### src/rtl/bsg_two_fifo_async_reset.sv
// Two-entry ready/valid FIFO with registered outputs and asynchronous reset.
// Producer side uses a valid/ready handshake; consumer side uses valid/yumi.
// Occupancy is held in two flags: EMPTY (empty_q), ONE (neither), FULL (full_q).
module bsg_two_fifo_async_reset
  #(parameter int width_p = -1
  , parameter bit allow_enq_deq_on_full_p = 1'b0
  // Keeps port ranges legal even when width_p is left below 1.
  , localparam int unsigned width_lp = (width_p < 1) ? 1 : width_p
  )
  (input  logic                clock_i
  , input  logic                reset_i
  , input  logic                v_i
  , input  logic [width_lp-1:0] data_i
  , output logic                ready_o
  , output logic                v_o
  , output logic [width_lp-1:0] data_o
  , input  logic                yumi_i
  );

  logic [width_lp-1:0] mem_q [2];
  logic                rptr_q, wptr_q;
  logic                full_q, full_d;
  logic                empty_q, empty_d;
  logic                enq, deq;

  // With the parameter set, a dequeue frees the slot the new word lands in.
  assign ready_o = (~full_q | (allow_enq_deq_on_full_p & yumi_i)) & ~reset_i;
  assign v_o     = ~empty_q;
  assign data_o  = mem_q[rptr_q];

  assign enq = v_i & ready_o;
  assign deq = yumi_i & v_o;

  // Occupancy next state; enq+deq together leaves occupancy unchanged.
  always_comb begin
    full_d  = full_q;
    empty_d = empty_q;
    if (enq && !deq) begin
      empty_d = 1'b0;
      full_d  = ~empty_q;
    end else if (deq && !enq) begin
      full_d  = 1'b0;
      empty_d = ~full_q;
    end
  end

  // Occupancy flags and pointers; pointers wrap as 1-bit counters.
  always_ff @(posedge clock_i or posedge reset_i) begin
    if (reset_i) begin
      full_q  <= 1'b0;
      empty_q <= 1'b1;
      rptr_q  <= 1'b0;
      wptr_q  <= 1'b0;
    end else begin
      full_q  <= full_d;
      empty_q <= empty_d;
      if (enq) wptr_q <= ~wptr_q;
      if (deq) rptr_q <= ~rptr_q;
    end
  end

  // Storage; cleared on reset so data_o reads zero until the first enqueue.
  always_ff @(posedge clock_i or posedge reset_i) begin
    if (reset_i) begin
      mem_q[0] <= '0;
      mem_q[1] <= '0;
    end else if (enq) begin
      mem_q[wptr_q] <= data_i;
    end
  end

`ifndef SYNTHESIS
  // Handshake misuse is harmless (ignored) but worth flagging; counters
  // let a bench observe that the checks tripped.
  int unsigned illegal_enq_count = 0;
  int unsigned illegal_deq_count = 0;

  // Simulation-only protocol and parameter checks.
  always_ff @(posedge clock_i) begin
    assert (width_p >= 1) else $error("bsg_two_fifo: width_p must be at least 1");
    if (!reset_i) begin
      assert (!(v_i && !ready_o)) else begin
        $warning("bsg_two_fifo: v_i while not ready, word ignored");
        illegal_enq_count <= illegal_enq_count + 1;
      end
      assert (!(yumi_i && !v_o)) else begin
        $warning("bsg_two_fifo: yumi_i while empty, ignored");
        illegal_deq_count <= illegal_deq_count + 1;
      end
      assert (!(full_q && empty_q)) else $error("bsg_two_fifo: both occupancy flags set");
    end
  end
`endif

endmodule

### config.mk
export PLATFORM = sky130hd
export DESIGN_NAME = bsg_two_fifo_async_reset
export DESIGN_NICKNAME = d
export VERILOG_FILES = /design/src/rtl/bsg_two_fifo_async_reset.sv
export SDC_FILE = /design/constraint.sdc
export NUM_CORES = 1
export LEC_CHECK = 0
export ABC_AREA = 1
export CORE_AREA = 4 4 41 43
export CTS_BUF_LIST = sky130_fd_sc_hd__clkbuf_2
export CTS_CLUSTER_DIAMETER = 40
export DETAILED_ROUTE_END_ITERATION = 10
export DIE_AREA = 0 0 45 47
export PLACE_DENSITY = 0.44
export SLEW_MARGIN = 20
export SYNTH_ARGS = -nofsm -noshare
export SYNTH_HDL_FRONTEND = slang
export SYNTH_SLANG_ARGS = --single-unit
### constraint.sdc
create_clock -name clock_i -period 1.25 [get_ports clock_i]
set_clock_uncertainty 0.15 [all_clocks]
set_input_delay 0.25 -clock clock_i [delete_from_list [all_inputs] [get_ports clock_i]]
set_output_delay 0.25 -clock clock_i [all_outputs]
set_load 0.005 [all_outputs]
==> results.sh <==
export IMPL_outcome="finished, violations left"
export IMPL_violations="negative setup slack"
export IMPL_wl_met3_um=50
export IMPL_drt_iter0_markers=3
export IMPL_ir_drop_mv=0.615
export IMPL_diodes=0
export IMPL_rows=13
export IMPL_p_leak_nw=0.239
export IMPL_synth_cell_type_count=10
export IMPL_area_growth_pct=54.9
export IMPL_drt_vias_per_instance=4.43
export IMPL_cts_root_buf="clkbuf_2"
export IMPL_cp_start_kind="register"
export IMPL_min_period_ns=1.29
export IMPL_crit_start="empty_q"
export IMPL_syn_nets=38
export IMPL_cp_required_ns=0.85
export IMPL_clk_pin_slew_ns=0.08
export IMPL_place_gp_congestion=0.831
export IMPL_syn_inst=33
export IMPL_hold_viol=0
export IMPL_grt_pass1_vias=263
export IMPL_detailed_place_hpwl_um=474
export IMPL_drv_cap=0
export IMPL_io_buffers=7
export IMPL_layout_cells_non_filler=67
export IMPL_start_util=0.217
export IMPL_synth_edf_count=0
export IMPL_die_area_sq_um=2120
export IMPL_yosys_area_top_type="dfrtp_1"
export IMPL_die_height_um=47
export IMPL_cts_htree_levels=1
export IMPL_placeableCoreArea_sq_um=1300
export IMPL_drc=0
export IMPL_clock_sinks=6
export IMPL_synth_common_cells="12 x nand2_1, 6 x inv_1, 5 x dfrtp_1, 3 x nand4_1, 2 x o21ai_0"
export IMPL_vias=297
export IMPL_dr_pass1_iters=4
export IMPL_cts_buffer_depth=2
export IMPL_min_period_over_period=1.04
export IMPL_io_pins=8
export IMPL_crit_type="register to output port"
export IMPL_fmax_ghz=0.773
export IMPL_synthTopCellsByArea="dfrtp_1 44%, nand2_1 16%, dfstp_2 9.3%"
export IMPL_wl_per_cell_um=9.78
export IMPL_powerDensity_nw_per_um2=2010
export IMPL_ys_seq_elements=6
export IMPL_placed_cell_area_sq_um=417
export IMPL_grt_ovfl_total=0
export IMPL_setup_viol=3
export IMPL_rsz0062_at_grt="true"
export IMPL_min_from="wptr_q"
export IMPL_antenna_found_initial=0
export IMPL_post_place_ws_ns=-0.488
export IMPL_fill_cells=151
export IMPL_fin_ws_ns=-0.0438
export IMPL_avgSynthCellArea_sq_um=8.57
export IMPL_cp_end_kind="output port"
export IMPL_top_layer="met4"
export IMPL_clkLatencyLatePin_ns=0.23
export IMPL_m1WireLength_um=244
export IMPL_hold_class="register to register"
export IMPL_slew_viol_final=0
export IMPL_met2_length_um=327
export IMPL_crit_fanout=2
export IMPL_seq_area_frac_synth=0.535
export IMPL_cts_inserted_buffers=3
export IMPL_slew_headroom=0.842
export IMPL_async_flop_share=1.00
export IMPL_ys_warn_count=0
export IMPL_cp_arrival_ns=0.89
export IMPL_wl_um=655
export IMPL_grt_total_usage=0.0754
export IMPL_nNetsFinal=58
export IMPL_grt_pass1_wl_um=1020
export IMPL_reg2reg_from="empty_q"
export IMPL_die_w_um=45
export IMPL_design_area_sq_um=438
export IMPL_dp_cells=61
export IMPL_synth_top_cell_area_share=0.442
export IMPL_layout_drive_gt1_share=0.346
export IMPL_tightest_slew_ns=0.236
export IMPL_grt_max_degree=7
export IMPL_yosys_most_used_dff="dfrtp_1"
export IMPL_synth_most_common_cell="nand2_1"
export IMPL_synth_area_sq_um=283
export IMPL_ant_nets=0
export IMPL_cts_tree="done"
path summary, 6_finish.rpt:
check	end	slack (ns)	cells past startpoint
setup / recovery	v_o	-0.04	2
setup reg to reg	rptr_q	0.14	4
hold / removal	wptr_q	0.40	2
max in group asynchronous	empty_q	0.17	3
min in group asynchronous	mem_q[0]	0.50	3
hold reg to reg	wptr_q	0.40	2
repair_timing:
item,CTS,global route
setup endpoints to repair,3,3
pin swaps,2,1
hold buffers,1,0
endpoints found under the hold margin,5,0
gates resized for setup,15,0
buffers inserted,1,0
metal layers:
metal | up-vias | GRT usage
met5 | - | 0
met4 | 0 | 0.105
met3 | 4 | 0.0230
met2 | 14 | 0.119
met1 | 139 | 0.0668
li1 | 140 | -
logic make-up after synthesis:
group	Yosys count	synth area share
XOR/XNOR	1	0.0310
flip-flops	6	0.535
AND/OR/NAND/NOR	18	0.319
buffers and inverters	6	0.0796
AO/OA/AOI/OAI	2	0.0354
through the flow:
step	TNS, ns	total power, mW	hold WS, ns	utilization
floorplan	0	0.492	-0.110	-
global placement	-1.50	0.716	0.356	0.320
detailed placement	-1.55	0.725	0.375	0.320
CTS	-0.105	0.894	0.394	0.337
global route	-0.210	0.957	0.432	0.337
finish	-0.0471	0.880	0.397	0.337
flip-flops by register name (all words and copies together) (netlist names):
register,cells
mem_q,2
empty_q,1
full_q,1
rptr_q,1
wptr_q,1
layout make-up:
type,instances,area [sq um],area share
Inverter,6,22.5,0.0514
Tap cell,15,18.8,0.0429
Sequential cell,6,151,0.346
Multi-Input combinational cell,21,109,0.249
Clock buffer,4,20.0,0.0457
Timing Repair Buffer,15,116,0.266
where the power goes:
part / internal [mW] / switching [mW]
combinational: 0.213 / 0.154
sequential: 0.286 / 0.0579
clock: 0.0848 / 0.0834
total: 0.584 / 0.295
critical path, cell delays in order, from the launching register on:
cell     delay (ns)
dfstp_2        0.52
inv_2          0.03
buf_2          0.11
cell usage in the layout, fill, tap and decap left out:
cell,n
o21ai_1,1
dlygate4sd2_1,1
xnor2_1,1
inv_1,5
buf_2,3
clkdlybuf4s50_1,3
inv_2,1
o21ai_0,1
dfstp_2,1
nand3_1,1
buf_4,7
dfrtp_1,5
nand2_1,12
nand4_1,3
nand3_2,1
nor2_4,1
dlygate4sd3_1,1
clkbuf_2,4
No activity file was read; power rests on OpenSTA's default activity.
